<file path="src/rtl/sdram_pkg.sv">
// rtl/sdram_pkg.sv - shared SDRAM/cache constants
// State encodings for the cache front end and the cache-to-SDRAM port.
package sdram_pkg;

  localparam int BURSTLEN = 8;

  typedef logic [1:0] cache_state_t;
  localparam cache_state_t C_IDLE   = 2'd0;
  localparam cache_state_t C_LOOKUP = 2'd1;
  localparam cache_state_t C_REFILL = 2'd2;
  localparam cache_state_t C_WRITE  = 2'd3;

  typedef logic [2:0] port_state_t;
  localparam port_state_t P_IDLE      = 3'd0;
  localparam port_state_t P_RDCMD     = 3'd1;
  localparam port_state_t P_RDCOLLECT = 3'd2;
  localparam port_state_t P_RDSTREAM  = 3'd3;
  localparam port_state_t P_WRCMD     = 3'd4;
  localparam port_state_t P_WRHI      = 3'd5;
  localparam port_state_t P_WRLO      = 3'd6;
  localparam port_state_t P_WRDONE    = 3'd7;

endpackage

</file>
<file path="src/rtl/cache_sdram_port_if.sv">
// rtl/cache_sdram_port_if.sv - cache-side and controller-side buses
// master drives requests, slave answers them.
interface cache_bus_if;
  logic        c_req;
  logic        c_rw;
  logic [31:0] c_addr;
  logic [31:0] c_wdata;
  logic [3:0]  c_bytesel;
  logic        c_fill;
  logic [15:0] c_rdata;
  logic        c_wack;
  logic        busy;

  modport master (output c_req, c_rw, c_addr, c_wdata, c_bytesel,
                  input  c_fill, c_rdata, c_wack, busy);
  modport slave  (input  c_req, c_rw, c_addr, c_wdata, c_bytesel,
                  output c_fill, c_rdata, c_wack, busy);
endinterface

interface ctl_bus_if #(parameter int ADDRBITS = 25);
  logic                ctl_req;
  logic                ctl_ack;
  logic                ctl_rw;
  logic [ADDRBITS-1:0] ctl_addr;
  logic [15:0]         ctl_wdata;
  logic [1:0]          ctl_dqm;
  logic                ctl_wnext;
  logic                ctl_rvalid;
  logic [15:0]         ctl_rdata;

  modport master (output ctl_req, ctl_rw, ctl_addr, ctl_wdata, ctl_dqm,
                  input  ctl_ack, ctl_wnext, ctl_rvalid, ctl_rdata);
  modport slave  (input  ctl_req, ctl_rw, ctl_addr, ctl_wdata, ctl_dqm,
                  output ctl_ack, ctl_wnext, ctl_rvalid, ctl_rdata);
endinterface

</file>
<file path="src/rtl/cache_sdram_port_line_buffer8x16.sv">
// rtl/cache_sdram_port_line_buffer8x16.sv - 8x16 register line buffer
// One write port, one asynchronous read port; contents need no reset.
module line_buffer8x16 (
  input  logic        clk,
  input  logic        we,
  input  logic [2:0]  waddr,
  input  logic [15:0] wdata,
  input  logic [2:0]  raddr,
  output logic [15:0] rdata
);

  logic [15:0] mem [8];

  always_ff @(posedge clk) begin
    if (we) mem[waddr] <= wdata;
  end

  assign rdata = mem[raddr];

endmodule

</file>
<file path="src/rtl/cache_sdram_port.sv">
// rtl/cache_sdram_port.sv - cache line-fill / word-write port to SDRAM controller
// Reads collect a full burst before streaming it gap-free; writes go out as two halfwords.
module cache_sdram_port
  import sdram_pkg::*;
#(
  parameter int CTL_ADDRBITS = 25,
  parameter int BURSTLEN     = sdram_pkg::BURSTLEN
) (
  input  logic     clk,
  input  logic     reset,
  cache_bus_if.slave cache,
  ctl_bus_if.master  ctl
);

  localparam logic [2:0] LAST = 3'(BURSTLEN - 1);

  port_state_t                state, state_nxt;
  logic [2:0]                 cnt;
  logic [CTL_ADDRBITS-1:2]    addr_q;
  logic [31:0]                wdata_q;
  logic [3:0]                 bsel_q;
  logic                       need_low;
  logic                       wack_sent;
  logic                       accept;
  logic                       buf_we;
  logic [15:0]                buf_rdata;
  logic                       unused_addr;

  assign unused_addr = ^{cache.c_addr[31:CTL_ADDRBITS], cache.c_addr[1:0]};

  // A finished read leaves need_low set so a still-held request is not replayed.
  assign accept = cache.c_req && !need_low;
  assign buf_we = (state == P_RDCOLLECT) && ctl.ctl_rvalid;

  line_buffer8x16 u_buf (
    .clk   (clk),
    .we    (buf_we),
    .waddr (cnt),
    .wdata (ctl.ctl_rdata),
    .raddr (cnt),
    .rdata (buf_rdata)
  );

  always_ff @(posedge clk) begin
    if (!reset) state <= P_IDLE;
    else        state <= state_nxt;
  end

  always_ff @(posedge clk) begin
    if (!reset) begin
      cnt       <= '0;
      addr_q    <= '0;
      wdata_q   <= '0;
      bsel_q    <= '0;
      need_low  <= 1'b0;
      wack_sent <= 1'b0;
    end else begin
      if (state == P_IDLE && accept) begin
        addr_q  <= cache.c_addr[CTL_ADDRBITS-1:2];
        wdata_q <= cache.c_wdata;
        bsel_q  <= cache.c_bytesel;
      end
      // cnt wraps to 0 after the 8th halfword, ready to index the stream.
      if (buf_we || state == P_RDSTREAM) cnt <= cnt + 3'd1;
      if (state == P_RDSTREAM && cnt == LAST)         need_low <= 1'b1;
      else if (state == P_IDLE && !cache.c_req)       need_low <= 1'b0;
      wack_sent <= (state == P_WRDONE);
    end
  end

  always_comb begin
    state_nxt = state;
    case (state)
      P_IDLE:      if (accept) state_nxt = cache.c_rw ? P_RDCMD : P_WRCMD;
      P_RDCMD:     if (ctl.ctl_ack) state_nxt = P_RDCOLLECT;
      P_RDCOLLECT: if (ctl.ctl_rvalid && cnt == LAST) state_nxt = P_RDSTREAM;
      P_RDSTREAM:  if (cnt == LAST) state_nxt = P_IDLE;
      P_WRCMD:     if (ctl.ctl_ack) state_nxt = P_WRHI;
      P_WRHI:      if (ctl.ctl_wnext) state_nxt = P_WRLO;
      P_WRLO:      if (ctl.ctl_wnext) state_nxt = P_WRDONE;
      P_WRDONE:    if (!cache.c_req) state_nxt = P_IDLE;
      default:     state_nxt = P_IDLE;
    endcase
  end

  always_comb begin
    ctl.ctl_req   = 1'b0;
    ctl.ctl_rw    = 1'b0;
    ctl.ctl_addr  = '0;
    ctl.ctl_wdata = '0;
    ctl.ctl_dqm   = 2'b11;
    cache.c_fill  = 1'b0;
    cache.c_rdata = '0;
    cache.c_wack  = 1'b0;
    cache.busy    = 1'b0;
    if (reset) begin
      cache.busy = (state != P_IDLE);
      case (state)
        P_RDCMD: begin
          ctl.ctl_req  = 1'b1;
          ctl.ctl_rw   = 1'b1;
          ctl.ctl_addr = {addr_q, 2'b00};
        end
        P_RDSTREAM: begin
          cache.c_rdata = buf_rdata;
          cache.c_fill  = (cnt == 3'd0);
        end
        P_WRCMD: begin
          ctl.ctl_req  = 1'b1;
          ctl.ctl_addr = {addr_q, 2'b00};
        end
        P_WRHI: begin
          ctl.ctl_wdata = wdata_q[31:16];
          ctl.ctl_dqm   = ~bsel_q[3:2];
        end
        P_WRLO: begin
          ctl.ctl_wdata = wdata_q[15:0];
          ctl.ctl_dqm   = ~bsel_q[1:0];
        end
        P_WRDONE: cache.c_wack = !wack_sent;
        default: ;
      endcase
    end
  end

endmodule

</file>
<file path="src/flat_wrapper.sv">
// flat-port wrapper written by rule: the top's interface ports become plain ports
module cache_sdram_port_flat import sdram_pkg::*;
#(
  parameter int CTL_ADDRBITS = 25,
  parameter int BURSTLEN     = sdram_pkg::BURSTLEN
)
  (clk, reset, cache_c_req, cache_c_rw, cache_c_addr, cache_c_wdata, cache_c_bytesel, cache_c_fill, cache_c_rdata, cache_c_wack, cache_busy, ctl_ctl_req, ctl_ctl_rw, ctl_ctl_addr, ctl_ctl_wdata, ctl_ctl_dqm, ctl_ctl_ack, ctl_ctl_wnext, ctl_ctl_rvalid, ctl_ctl_rdata);
  cache_bus_if cache_i ();
  ctl_bus_if ctl_i ();
  input  logic clk;
  input  logic reset;
  input wire logic [$bits(cache_i.c_req)-1:0] cache_c_req;
  input wire logic [$bits(cache_i.c_rw)-1:0] cache_c_rw;
  input wire logic [$bits(cache_i.c_addr)-1:0] cache_c_addr;
  input wire logic [$bits(cache_i.c_wdata)-1:0] cache_c_wdata;
  input wire logic [$bits(cache_i.c_bytesel)-1:0] cache_c_bytesel;
  output wire logic [$bits(cache_i.c_fill)-1:0] cache_c_fill;
  output wire logic [$bits(cache_i.c_rdata)-1:0] cache_c_rdata;
  output wire logic [$bits(cache_i.c_wack)-1:0] cache_c_wack;
  output wire logic [$bits(cache_i.busy)-1:0] cache_busy;
  output wire logic [$bits(ctl_i.ctl_req)-1:0] ctl_ctl_req;
  output wire logic [$bits(ctl_i.ctl_rw)-1:0] ctl_ctl_rw;
  output wire logic [$bits(ctl_i.ctl_addr)-1:0] ctl_ctl_addr;
  output wire logic [$bits(ctl_i.ctl_wdata)-1:0] ctl_ctl_wdata;
  output wire logic [$bits(ctl_i.ctl_dqm)-1:0] ctl_ctl_dqm;
  input wire logic [$bits(ctl_i.ctl_ack)-1:0] ctl_ctl_ack;
  input wire logic [$bits(ctl_i.ctl_wnext)-1:0] ctl_ctl_wnext;
  input wire logic [$bits(ctl_i.ctl_rvalid)-1:0] ctl_ctl_rvalid;
  input wire logic [$bits(ctl_i.ctl_rdata)-1:0] ctl_ctl_rdata;
  assign cache_i.c_req = cache_c_req;
  assign cache_i.c_rw = cache_c_rw;
  assign cache_i.c_addr = cache_c_addr;
  assign cache_i.c_wdata = cache_c_wdata;
  assign cache_i.c_bytesel = cache_c_bytesel;
  assign cache_c_fill = cache_i.c_fill;
  assign cache_c_rdata = cache_i.c_rdata;
  assign cache_c_wack = cache_i.c_wack;
  assign cache_busy = cache_i.busy;
  assign ctl_ctl_req = ctl_i.ctl_req;
  assign ctl_ctl_rw = ctl_i.ctl_rw;
  assign ctl_ctl_addr = ctl_i.ctl_addr;
  assign ctl_ctl_wdata = ctl_i.ctl_wdata;
  assign ctl_ctl_dqm = ctl_i.ctl_dqm;
  assign ctl_i.ctl_ack = ctl_ctl_ack;
  assign ctl_i.ctl_wnext = ctl_ctl_wnext;
  assign ctl_i.ctl_rvalid = ctl_ctl_rvalid;
  assign ctl_i.ctl_rdata = ctl_ctl_rdata;
  cache_sdram_port #(.CTL_ADDRBITS(CTL_ADDRBITS), .BURSTLEN(BURSTLEN)) u_core (.clk(clk), .reset(reset), .cache(cache_i), .ctl(ctl_i));
endmodule
</file>
<file path="config.mk">
export PLATFORM = sky130hd
export DESIGN_NAME = cache_sdram_port_flat
export DESIGN_NICKNAME = d
export VERILOG_FILES = /design/src/rtl/sdram_pkg.sv /design/src/rtl/cache_sdram_port_if.sv /design/src/rtl/cache_sdram_port_line_buffer8x16.sv /design/src/rtl/cache_sdram_port.sv /design/src/flat_wrapper.sv
export SDC_FILE = /design/constraint.sdc
export NUM_CORES = 1
export LEC_CHECK = 0
export ABC_AREA = 1
export BUFFER_PORTS_ARGS = -buffer_cell sky130_fd_sc_hd__clkbuf_2
export CAP_MARGIN = 25
export CELL_PAD_IN_SITES_DETAIL_PLACEMENT = 1
export CELL_PAD_IN_SITES_GLOBAL_PLACEMENT = 1
export CORE_MARGIN = 4
export CORE_UTILIZATION = 38
export CTS_CLUSTER_SIZE = 25
export DETAILED_ROUTE_END_ITERATION = 12
export PLACE_DENSITY = 0.83
export SYNTH_ARGS = -nofsm -noshare
export SYNTH_HDL_FRONTEND = slang
export SYNTH_SLANG_ARGS = --single-unit
export TNS_END_PERCENT = 50
</file>
<file path="constraint.sdc">
create_clock -name clk -period 2.4 [get_ports clk]
set_input_delay 0.24 -clock clk [delete_from_list [all_inputs] [get_ports clk]]
set_output_delay 0.24 -clock clk [all_outputs]
set_load 0.02 [all_outputs]
</file>
# [Word level (Yosys, flattened, before mapping)]
# Memory sizes are Yosys's and may differ from the RTL's. A register that Yosys moved wholly into a read port is not among the register bits.
# Cells that the tools add are included.
[op_classes] addsub=1 n_eq_ne=16 mux=33 n_bitwise=2 reduce_logical=16
[ops] op="$mux 25" n=2
[ops] op="$mux 16" n=3
[ops] op="$mux 3" n=11
[ops] op="$pmux 16 s2" n=1
[ops] op="$pmux 3 s8" n=1
[ops] op="$eq 3x3->1 const B" n=5
[ops] op="$ne 2x2->1 const B" n=7
[ops] op="$mux 1" n=13
[ops] op="$reduce_and 8->1" n=1
[ops] op="$eq 3x2->1 const B" n=2
[ops] op="$logic_and 1x1->1" n=6
[ops] op="$logic_not 3->1" n=2
[ops] op="$not 2->2" n=2
[ops] op="$pmux 2 s2" n=1
[ops] op="$add 3x1->3 const B" n=1
[ops] op="$eq 3x1->1 const B" n=1
[ops] op="$logic_not 1->1" n=3
[ops] op="$reduce_bool 3->1" n=1
[ops] op="$mux 2" n=1
[ops] op="$ne 2x1->1 const B" n=1
[ops] op="$reduce_bool 2->1" n=1
[ops] op="$reduce_or 2->1" n=1
[ops] op="$logic_or 1x1->1" n=1
[totals] regBits=67 mem_bits_rw=128 in_bits=91 output_inout_bits=64 memories=1
[mem_list] memory="u_core.u_buf.mem" depth=8 width=16 read_ports=1 rd_ports_with_merged_regs=1 write_ports=1 line="cache_sdram_port_line_buffer8x16.sv:12" text="logic [15:0] mem [8];"

# [Depth between registers and ports, before layout]
# Gate-level depths: netlist of the first run.
[depth] word_depth=5 ltp_mapped=9 depth_no_buf=9

# [Hierarchy]
# A second synthesis of the first run with hierarchy kept.
[hier_totals] hier_cells=1039 area_unflattened_um2=8866.0
[by_module_without_submodules] mod="line_buffer8x16" n_inst=1 cells_per_inst=571 area_each_um2=5669.2 seq_area_each_um2=3843.7
[by_module_without_submodules] mod="cache_sdram_port" n_inst=1 cells_per_inst=468 area_each_um2=3196.8 seq_area_each_um2=1341.3

# [Worst setup path before layout of the first run]
# Ideal clock, no wire load.
[synth_path] path_kind="reg2reg" start="reg u_core.state[1]" end="mem u_core.u_buf.mem[6][0], enable pin" t_arrival_ns=2.105 path_slack_ns=-0.114 path_stages_with_launch=6 cell_sequence="dfxtp_1 -> buf_4 -> nand2_1 -> nor3b_2 -> nand2_1 -> nor3_1"
[synth_between] elab_chain_len=4
[synth_rtl] element="start, declared" line="cache_sdram_port.sv:17" text="port_state_t state, state_nxt;"
[synth_rtl] element="start signal, assigned" line="cache_sdram_port.sv:46" text="else state <= state_nxt;"
[synth_rtl] element="$eq 3x2->1" line="cache_sdram_port.sv:33" text="assign buf_we = (state == P_RDCOLLECT) && ctl.ctl_rvalid;"
[synth_rtl] element="$logic_and 1x1->1" line="cache_sdram_port.sv:33"
[synth_rtl] element="$mux 1" line="cache_sdram_port_line_buffer8x16.sv:15" text="if (we) mem[waddr] <= wdata;"
[synth_rtl] element="$mux 1 (implied by the code)" line="cache_sdram_port_line_buffer8x16.sv:15"
[synth_rtl] element="end, declared" line="cache_sdram_port_line_buffer8x16.sv:12"
# Every way passes these cells.

==> flow_summary.yaml, run 1 <==
run_status:
  outcome: "finished clean"
logic_synthesis:
  yosysSeqAreaShare_pct: 64.3
  synth_top_area_cell: "sky130_fd_sc_hd__edfxtp_1"
  synth.distinct_cells: 32
  synth.top_cells.by_area: "sky130_fd_sc_hd__edfxtp_1, sky130_fd_sc_hd__dfxtp_1, sky130_fd_sc_hd__nor2_1, sky130_fd_sc_hd__o21ai_0, sky130_fd_sc_hd__a21oi_1"
  netlist_instances: 840
  cell_area_synth_sq_um: 8160
  synth_seq_cells: 198
  synth.yosys.warnings: 0
  post-synth-top-area-fraction_pct: 47.1
  mean_instance_size_in_the_synthesized_netlist_sq_um: 9.71
placement:
  portBuffers: 143
  detailed_place.area_sq_um: 9220
  half_perimeter_wire_length_of_the_detailed_placement_result_um: 14400
  dp_cells: 1233
  globalplace.congestion: 0.765
global_routing:
  grt_first_pass_wirelength_um: 34600
  number_of_antenna_violations_at_the_first_check_in_global_routing: 1
  grt_usage_pct: 18.0
  grt_max_degree: 60
  globalRoute.totalOverflow: 0
  first_global_vias: 6811
die:
  die_h_um: 154
  io_pins: 155
  die_width_um: 154
  placement_rows: 53
  core_region_area_sq_um: 21100
  floorplan.initialDensity_pct: 38.7
  floorplan.die_area_sq_um: 23900
drt:
  vias: 6322
  wl_per_cell_um: 16.9
  antenna_violating_nets_post_route: 0
  drt_first_pass_iters: 4
  vias_per_cell: 5.00
  drcViolationCount: 0
  drtIter0Drc: 309
  wirelength_um: 21400
power:
  cellLeakagePower_uw: 0.00383
  power.net_switching_uw: 3330
  part_of_the_total_power_dissipated_in_sequential_elements_pct: 45.3
  vdd_ir_drop_max_mv: 0.618
  finalPower_uw: 9710
  power-per-cell-area_nw_per_um2: 986
  clock_power_share_pct: 29.6
  power_report.internal_total_uw: 6370
  comb_power_share_pct: 25.0
  netSwitchingFraction_pct: 34.3
critical_path:
  path_class: "reg -> out"
  critPathMaxFanout: 15
  cell_chain_of_the_critical_path: "buf_4 > nor2_1 > nor2_1 > o21ai_0 > o21ai_1 > o21ai_0 > nor2_1 > clkbuf_2"
  cpMostUsedCell: "sky130_fd_sc_hd__nor2_1"
  cp-end-kind: "primary output"
  max_stage_delay_ns: 0.45
  slowest_stage: "sky130_fd_sc_hd__dfxtp_4"
  worstPathArrival_ns: 2.03
  timing.critical_path.from_type: "register"
  cp.required_ns: 2.16
final_layout:
  final_net_count: 1071
  antenna_cells_inserted: 0
  final_cell_count_no_fill: 1265
  syn2layout_area_growth_pct: 20.8
  post-route-cell-area_sq_um: 9850
  post_route_cells_drive_above_1_share_pct: 23.3
  layout.filler_cells: 2432
sta:
  final_hold_viol_count: 0
  finalCritPeriodShare_pct: 94.7
  fin_tns_setup_ns: 0
  max_freq_ghz: 0.440
  rsz_0062_raised_after_global_routing: "no"
  worst_pin_slew_ns: 0.624
  clock_skew_ns: 0.0180
  worst_hold_slack_ns: 0.0218
  period_minus_slack_ns: 2.27
  relSlewSlack_pct: 58.4
  finalSetupViolations: 0
  slew_viol_final: 0
clock_network:
  htree_num_levels: 4
  cts_tree: "yes"
  insertion_delay_ns: 0.43
  cts.sinks: 198
  clock_tree.buffer_depth: 2
  cts_inserted_buffers: 17
  clock_tree.root_cell: "sky130_fd_sc_hd__clkbuf_16"
  clock_transition_time_at_the_flip_flop_clock_pins_of_the_worst_setup_and_hold_paths_ns: 0.08
  hold_buffers: 0
min_path:
  worstHoldPathType: "in -> reg"
flow_run:
  reported_max_cap_violation_count: 0
==> state kept, by name (all words and copies together), names as in the netlist, named ones only <==
register,flops
u_core.state,3
u_core.wdata_q,32
u_core.wack_sent,1
u_core.bsel_q,4
u_core.cnt,3
u_core.need_low,1
u_core.addr_q,23
u_core.u_buf.mem,128
==> synth_stat cells, drive strengths merged <==
cell / n
nor2: 239
o21ai: 176
edfxtp: 128
dfxtp: 70
nand2: 57
a21oi: 47
inv: 44
buf: 32
clkbuf: 20
nand3: 7
nor3: 7
ha: 3
nand4: 2
o221ai: 2
a22oi: 1
conb: 1
nor3b: 1
nor4: 1
o22ai: 1
or2: 1
==> area by class of cell <==
class	instances	area (sq um)	area share, %
clock buffers	17	425	4.32
clock inverters	15	175	1.78
inverters	44	170	1.73
multi-input cells	547	2510	25.5
flip-flops and latches	198	5260	53.4
well taps	275	344	3.49
repair buffers	169	965	9.79
==> metrics by stage <==
stage	setup slack, ns	utilization, %
finish	0.127	46.7
global route	0.0175	46.7
CTS	0.0142	46.6
detailed placement	0.254	43.7
global placement	0.338	43.7
floorplan	-0.114	-
==> cells by family after synthesis <==
| family | count (synthesis) | synth area share [%] |
|---|---|---|
| simple gates | 315 | 15.8 |
| compound gates | 227 | 14.1 |
| flops | 198 | 64.3 |
| buf+inv | 96 | 5.31 |
| fa+ha+maj | 3 | 0.460 |
| other cells | 1 | 0.0460 |
==> routing by layer <==
metal	share of wire [%]	GRT usage, %
met1	42	21.4
met2	50	32.2
met3	6.4	5.12
met4	1.4	4.88
met5	0.061	0
==> cells in the final DEF (no fill, tap or decap), drive strengths merged <==
cell / n
conb: 2
bufinv: 1
o221ai: 2
nor3: 7
o22ai: 1
nand3: 7
buf: 26
nand2: 57
a21oi: 47
clkbuf: 160
nand4: 2
nor4: 1
nor2: 239
inv: 53
dfxtp: 70
ha: 3
edfxtp: 128
o21ai: 176
or2: 1
nor3b: 1
clkinv: 5
a22oi: 1
==> path summary, 6_finish.rpt <==
kind | from | endpoint | slack (ns) | depth (start not counted)
min reg2reg | u_core.addr_q[14] | u_core.addr_q[14] | 0.45 | 2
min | cache_c_wdata[18] | u_core.wdata_q[18] | 0.02 | 3
max reg2reg | u_core.state[2] | u_core.bsel_q[1] | 0.50 | 7
max | register | cache_c_rdata[3] | 0.13 | 8
==> power by group through the flow <==
stage               clock network (uW)  logic, uW  registers [uW]
floorplan                            0       1860            4300
detailed placement                   0       2430            4470
CTS                               2960       2450            4390
global route                      3100       2820            4470
global placement                     0       2320            4430
finish                            2880       2430            4400
==> what timing repair did <==
| action | 4_1_cts | 5_1_grt |
|---|---|---|
| resized for setup | 3 | 8 |
| pin swaps | 0 | 0 |
| buffers inserted | 0 | 0 |
| endpoints found under the setup margin | 18 | 52 |
==> worst max-delay path, delay by kind of cell, from the launching register on <==
kind	cells	cell delay, ns
simple gates	3	0.40
buf+inv	2	0.45
compound gates	3	0.31
flops	1	0.45
(Power assumes the default switching activity.)
==> run 2, diff against run 1 <==
--- a/config.mk
+++ b/config.mk
@@ -6,7 +6,7 @@
 export NUM_CORES = 1
 export LEC_CHECK = 0
 export ABC_AREA = 1
-export BUFFER_PORTS_ARGS = -buffer_cell sky130_fd_sc_hd__clkbuf_2
+export BUFFER_PORTS_ARGS = -buffer_cell sky130_fd_sc_hd__buf_2
 export CAP_MARGIN = 25
 export CELL_PAD_IN_SITES_DETAIL_PLACEMENT = 1
 export CELL_PAD_IN_SITES_GLOBAL_PLACEMENT = 1
==> run 2 against run 1 <==
Non-clock buffer count rose by 2. Worst setup slack improved by 0.079 ns. Global-route usage fell by 0.50 points. Critical path type unchanged.
==> flow_summary.yaml, run 2 (synthesis results as in run 1) <==
final_layout:
  layout_commonest_cell: "sky130_fd_sc_hd__nor2_1"
  area_of_the_multi_input_gates_sq_um: 2510
  largest_register_ff_count: 128
  post-route-cell-area_sq_um: 9860
  final_cell_count_no_fill: 1267
  post_route_cells_drive_above_1_share_pct: 23.5
  antenna_cells_inserted: 0
  layout.core_utilization_pct: 46.7
  syn2layout_area_growth_pct: 20.8
  layout.filler_cells: 2431
  mostFrequentLayoutCells: "sky130_fd_sc_hd__nor2_1, sky130_fd_sc_hd__o21ai_0, sky130_fd_sc_hd__buf_2"
  reg.largest.list: "u_core.u_buf.mem x128, u_core.wdata_q x32, u_core.addr_q x23"
  regMostFlops: "u_core.u_buf.mem"
  seq_area_sq_um: 5250
  final_net_count: 1073
clock_network:
  clock_transition_time_at_the_flip_flop_clock_pins_of_the_worst_setup_and_hold_paths_ns: 0.08
  cts_inserted_buffers: 17
  cts.sinks: 198
  insertion_delay_ns: 0.43
  cts_tree: "yes"
  post_cts.repair.setup_buffers: 0
  htree_num_levels: 4
  clock_tree.root_cell: "sky130_fd_sc_hd__clkbuf_16"
  clock_tree.buffer_depth: 2
drt:
  met3_length_um: 1450
  wl_per_cell_um: 16.4
  route.layer.met1.wl_um: 8810
  vias_per_cell: 5.00
  drcViolationCount: 0
  drt_first_pass_iters: 5
  vias: 6336
  routed-wl-met2_um: 10300
  wirelength_um: 20800
  drtIter0Drc: 288
  antenna_violating_nets_post_route: 0
  route.top_layer_used: "met5"
global_routing:
  grt_first_pass_wirelength_um: 33600
  globalRoute.totalOverflow: 0
  grt_usage_pct: 17.5
  grt_max_degree: 60
  first_global_vias: 6667
  number_of_antenna_violations_at_the_first_check_in_global_routing: 2
critical_path:
  endpoint: "ctl_ctl_wdata[0]"
  timing.critical_path.from_type: "register"
  worst-r2r-setup-slack_ns: 0.52
  path_class: "reg -> out"
  cp-end-kind: "primary output"
  cp.required_ns: 2.16
  worstPathArrival_ns: 1.95
  worst_r2r_path_depth: 7
  regToRegStartpoint: "u_core.state[2]"
  critPathLaunch: "u_core.state[1]"
  critPathMaxFanout: 16
  regToRegEndpoint: "u_core.addr_q[21]"
min_path:
  worstHoldPathType: "in -> reg"
sta:
  finalCritPeriodShare_pct: 91.4
  finalSetupViolations: 0
  worst_hold_slack_ns: 0.0281
  max_freq_ghz: 0.456
  worst_pin_slew_ns: 0.675
  relSlewSlack_pct: 54.9
  rsz_0062_raised_after_global_routing: "no"
  fin_tns_setup_ns: 0
  slew_viol_final: 0
  period_minus_slack_ns: 2.19
  final_hold_viol_count: 0
  clock_skew_ns: 0.0148
power:
  cellLeakagePower_uw: 0.00387
  power-per-cell-area_nw_per_um2: 983
  vdd_ir_drop_max_mv: 0.512
die:
  die_width_um: 154
  floorplan.initialDensity_pct: 38.7
  floorplan.die_area_sq_um: 23900
  io_pins: 155
  placement_rows: 53
  die_h_um: 154
  core_region_area_sq_um: 21100
placement:
  dp_cells: 1235
  half_perimeter_wire_length_of_the_detailed_placement_result_um: 13900
  detailed_place.area_sq_um: 9250
  globalplace.congestion: 0.774
  portBuffers: 143
run_status:
  outcome: "finished clean"
flow_run:
  reported_max_cap_violation_count: 0
-- run 2: timing repair --
| item | in CTS | in global routing |
|---|---|---|
| resized for setup | 2 | 2 |
| endpoints found under the setup margin | 9 | 47 |
| hold buffers | 0 | 0 |
-- run 2: power breakdown --
| part | internal [uW] | leakage, uW | switching (uW) |
|---|---|---|---|
| registers | 4090 | 0.00173 | 268 |
| logic | 790 | 0.00184 | 1690 |
| clock network | 1550 | 0.000296 | 1300 |
| total | 6430 | 0.00387 | 3260 |
-- run 2: stage by stage --
step                      setup slack, ns  total power [uW]
after detailed placement            0.395              6920
after global routing               0.0161             10300
after floorplan                    -0.114              6160
final                               0.206              9680
after CTS                          0.0123              9790
after global placement              0.440              6770
-- run 2: how the worst min path moves through the flow --
| stage | start | slack [ns] | end | depth (start not counted) |
|---|---|---|---|---|
| 2_1_floorplan | ctl_ctl_rdata[0] | 0.34 | u_core.u_buf.mem[0][0] | 0 |
| 3_3_place_gp | u_core.addr_q[4] | 0.44 | u_core.addr_q[4] | 2 |
| 3_5_place_dp | u_core.addr_q[8] | 0.45 | u_core.addr_q[8] | 2 |
| 4_1_cts | cache_c_wdata[12] | 0.003 | u_core.wdata_q[12] | 3 |
| 5_1_grt | cache_c_wdata[18] | 0.009 | u_core.wdata_q[18] | 3 |
| 6_report | cache_c_wdata[12] | 0.03 | u_core.wdata_q[12] | 3 |
-- run 2: area by class of cell --
type | count | share of cell area [%]
sequential | 198 | 53.3
multi-input combinational | 547 | 25.5
timing repair buffer | 171 | 9.90
clock buffer | 21 | 5.12
tap | 275 | 3.49
inverter | 44 | 1.73
clock inverter | 11 | 1.00
-- run 2: critical path, cell delays in order (launching register included) --
cell	delay, ns
sky130_fd_sc_hd__dfxtp_2	0.44
sky130_fd_sc_hd__buf_4	0.18
sky130_fd_sc_hd__nand3_1	0.14
sky130_fd_sc_hd__inv_1	0.09
sky130_fd_sc_hd__buf_4	0.21
sky130_fd_sc_hd__nand2_1	0.08
sky130_fd_sc_hd__a21oi_1	0.18
sky130_fd_sc_hd__buf_2	0.20
-- run 2: per-layer routing --
metal | track usage [%] | up-vias
li1 | - | 3116
met1 | 21.3 | 3020
met3 | 5.85 | 22
met4 | 4.42 | 4
met5 | 0 | -
met2 | 30.2 | 174
==> run 3, diff against run 2 <==
--- a/config.mk
+++ b/config.mk
@@ -5,16 +5,15 @@
 export SDC_FILE = /design/constraint.sdc
 export NUM_CORES = 1
 export LEC_CHECK = 0
-export ABC_AREA = 1
-export BUFFER_PORTS_ARGS = -buffer_cell sky130_fd_sc_hd__buf_2
+export BUFFER_PORTS_ARGS = -buffer_cell sky130_fd_sc_hd__buf_4
 export CAP_MARGIN = 25
 export CELL_PAD_IN_SITES_DETAIL_PLACEMENT = 1
 export CELL_PAD_IN_SITES_GLOBAL_PLACEMENT = 1
 export CORE_MARGIN = 4
-export CORE_UTILIZATION = 38
+export CORE_UTILIZATION = 40
 export CTS_CLUSTER_SIZE = 25
 export DETAILED_ROUTE_END_ITERATION = 12
-export PLACE_DENSITY = 0.83
+export PLACE_DENSITY = 0.78
 export SYNTH_ARGS = -nofsm -noshare
 export SYNTH_HDL_FRONTEND = slang
 export SYNTH_SLANG_ARGS = --single-unit
==> run 3 against run 2 <==
Die area fell by 5.5%. Routed wire length fell by 3.5%. First-iteration DRC count is 4.2% higher.
==> flow_summary.yaml, run 3 <==
clock_network:
  cts_tree: "yes"
  hold_buffers: 0
  htree_num_levels: 4
  cts.sinks: 198
  insertion_delay_ns: 0.43
  clock_tree.root_cell: "sky130_fd_sc_hd__clkbuf_16"
  cts_inserted_buffers: 17
  clock_transition_time_at_the_flip_flop_clock_pins_of_the_worst_setup_and_hold_paths_ns: 0.08
  post_cts.repair.setup_buffers: 0
  clock_tree.buffer_depth: 2
die:
  die_width_um: 150
  die_h_um: 150
  core_region_area_sq_um: 19700
  floorplan.initialDensity_pct: 41.2
  floorplan.die_area_sq_um: 22600
  placement_rows: 51
  io_pins: 155
sta:
  slew_viol_final: 0
  final_hold_viol_count: 0
  worst_pin_slew_ns: 0.659
  finalCritPeriodShare_pct: 94.7
  period_minus_slack_ns: 2.27
  max_freq_ghz: 0.440
  timing.final.ws_setup_ns: 0.128
  finalSetupViolations: 0
  rsz_0062_raised_after_global_routing: "no"
  relSlewSlack_pct: 56.0
  clock_skew_ns: 0.0122
global_routing:
  grt_max_degree: 60
  grt_usage_pct: 18.5
  globalRoute.totalOverflow: 0
  grt_first_pass_wirelength_um: 31900
  number_of_antenna_violations_at_the_first_check_in_global_routing: 0
  first_global_vias: 5802
critical_path:
  cp.required_ns: 2.16
  worstPathArrival_ns: 2.03
  timing.critical_path.from_type: "register"
  worst-r2r-setup-slack_ns: 0.44
  cp-end-kind: "primary output"
  critPathMaxFanout: 12
  path_class: "reg -> out"
power:
  power-per-cell-area_nw_per_um2: 882
  clock_power_share_pct: 32.1
  netSwitchingFraction_pct: 30.3
  power_report.internal_total_uw: 6220
  comb_power_share_pct: 22.0
  power.net_switching_uw: 2700
  vdd_ir_drop_max_mv: 0.584
  cellLeakagePower_uw: 0.00360
  part_of_the_total_power_dissipated_in_sequential_elements_pct: 45.9
final_layout:
  mostFrequentLayoutCells: "sky130_fd_sc_hd__buf_4, sky130_fd_sc_hd__edfxtp_1, sky130_fd_sc_hd__nand2_1"
  reg.largest.list: "u_core.u_buf.mem x128, u_core.wdata_q x32, u_core.addr_q x23"
  regMostFlops: "u_core.u_buf.mem"
  final_cell_count_no_fill: 1030
  largest_register_ff_count: 128
  layout_commonest_cell: "sky130_fd_sc_hd__buf_4"
  final_net_count: 846
  post_route_cells_drive_above_1_share_pct: 31.0
  antenna_cells_inserted: 0
  layout.core_utilization_pct: 51.5
  syn2layout_area_growth_pct: 25.1
drt:
  drcViolationCount: 0
  antenna_violating_nets_post_route: 0
  drtIter0Drc: 300
  wirelength_um: 20100
  drt_first_pass_iters: 4
  wl_per_cell_um: 19.5
  vias: 5298
  vias_per_cell: 5.14
logic_synthesis:
  synth_top_area_cell: "sky130_fd_sc_hd__edfxtp_1"
  ys_dominant_reg_cell: "sky130_fd_sc_hd__edfxtp_1"
  synth.top_cells.by_area: "sky130_fd_sc_hd__edfxtp_1, sky130_fd_sc_hd__dfxtp_1, sky130_fd_sc_hd__mux4_2, sky130_fd_sc_hd__nand2_1, sky130_fd_sc_hd__a21boi_0"
  post-synth-top-area-fraction_pct: 47.5
  cell_area_synth_sq_um: 8090
  async_reset_ff_share_pct: 0
  synth_most_common_cell: "sky130_fd_sc_hd__edfxtp_1"
  synth_common_cells: "sky130_fd_sc_hd__edfxtp_1, sky130_fd_sc_hd__nand2_1, sky130_fd_sc_hd__dfxtp_1"
  synth.distinct_cells: 35
  synth_seq_cells: 198
  netlist_instances: 612
  synth.yosys.warnings: 0
  synth-edff-count: 128
  yosysSeqAreaShare_pct: 64.9
  mean_instance_size_in_the_synthesized_netlist_sq_um: 13.2
placement:
  placement.setup.worst_slack_ns: 0.445
  half_perimeter_wire_length_of_the_detailed_placement_result_um: 13300
  dp_cells: 998
  portBuffers: 143
  globalplace.congestion: 0.766
flow_run:
  reported_max_cap_violation_count: 0
min_path:
  worstHoldPathType: "in -> reg"
run_status:
  outcome: "finished clean"
## run 3: changes by cell type in the layout (fill, tap and decap cells not counted), moves of 32 or more
cell | before | now
sky130_fd_sc_hd__a21boi_0 | 0 | 51
sky130_fd_sc_hd__mux4_2 | 0 | 32
sky130_fd_sc_hd__buf_4 | 24 | 160
sky130_fd_sc_hd__a21oi_1 | 46 | 0
sky130_fd_sc_hd__nand2_1 | 52 | 125
sky130_fd_sc_hd__o21ai_0 | 155 | 3
sky130_fd_sc_hd__nor2_1 | 231 | 42
sky130_fd_sc_hd__inv_1 | 39 | 4
sky130_fd_sc_hd__buf_2 | 143 | 0
## run 3: area by class of cell
class	count	area, sq um
fillers	2082	9540
flip-flops and latches	198	5250
multi-input cells	367	2630
repair buffers	164	1280
clock buffers	17	425
well taps	265	332
clock inverters	15	180
inverters	4	15.0
## run 3: power groups by stage
stage / Combinational (uW) / Clock (uW) / Sequential, uW
2_1_floorplan: 1410 / 0 / 4060
3_3_place_gp: 1900 / 0 / 4140
3_5_place_dp: 1980 / 0 / 4160
4_1_cts: 2000 / 2930 / 4090
5_1_grt: 2190 / 3080 / 4140
6_report: 1970 / 2860 / 4100
## run 3: critical path, cell delays in order (launching register included)
cell and delay (ns):
sky130_fd_sc_hd__dfxtp_4 0.46, sky130_fd_sc_hd__buf_12 0.19, sky130_fd_sc_hd__mux4_2 0.51, sky130_fd_sc_hd__mux2i_1 0.21
sky130_fd_sc_hd__nor2_1 0.07, sky130_fd_sc_hd__buf_4 0.17
## run 3: path summary, 6_finish.rpt
| check | to | start | cells after the start |
|---|---|---|---|
| min reg2reg | u_core.addr_q[23] | u_core.addr_q[23] | 2 |
| max reg2reg | u_core.bsel_q[3] | u_core.state[0] | 5 |
| min | u_core.u_buf.mem[2][6] | ctl_ctl_rdata[6] | 1 |
| max | cache_c_rdata[15] | register | 5 |
## run 3: per-layer routing
metal / GRT usage [%] / vias up / share of wire [%]
met3: 6.26 / 13 / 7.1
li1: - / 2472 / -
met2: 33.0 / 137 / 53
met4: 4.67 / 0 / 1.0
met5: 0 / - / 0
met1: 21.4 / 2676 / 39
## run 3: per-stage QoR
stage,setup TNS (ns),total power (uW),instance area (sq um),hold WS [ns]
6_report,0,8920,10100,0.0354
5_1_grt,0,9410,10100,0.0128
4_1_cts,0,9020,10100,0.0132
3_5_place_dp,0,6140,9510,0.446
3_3_place_gp,0,6040,9510,0.438
2_1_floorplan,-0.993,5470,8100,0.339
## run 3: logic make-up after synthesis
| logic type | count (synthesis) | share of synthesized area [%] |
|---|---|---|
| and+or+nand+nor | 217 | 11.8 |
| DFF | 198 | 64.9 |
| AOI/OAI and AO/OA | 90 | 8.29 |
| muxes | 52 | 11.4 |
| buffers and inverters | 48 | 2.85 |
| adders and majority gates | 3 | 0.464 |
| xor gates and xnor gates | 3 | 0.325 |
| other | 1 | 0.0464 |
## run 3: what timing repair did
action | CTS | global route
pin swaps | 0 | 0
gates resized for setup | 1 | 1
endpoints found under the setup margin | 1 | 5
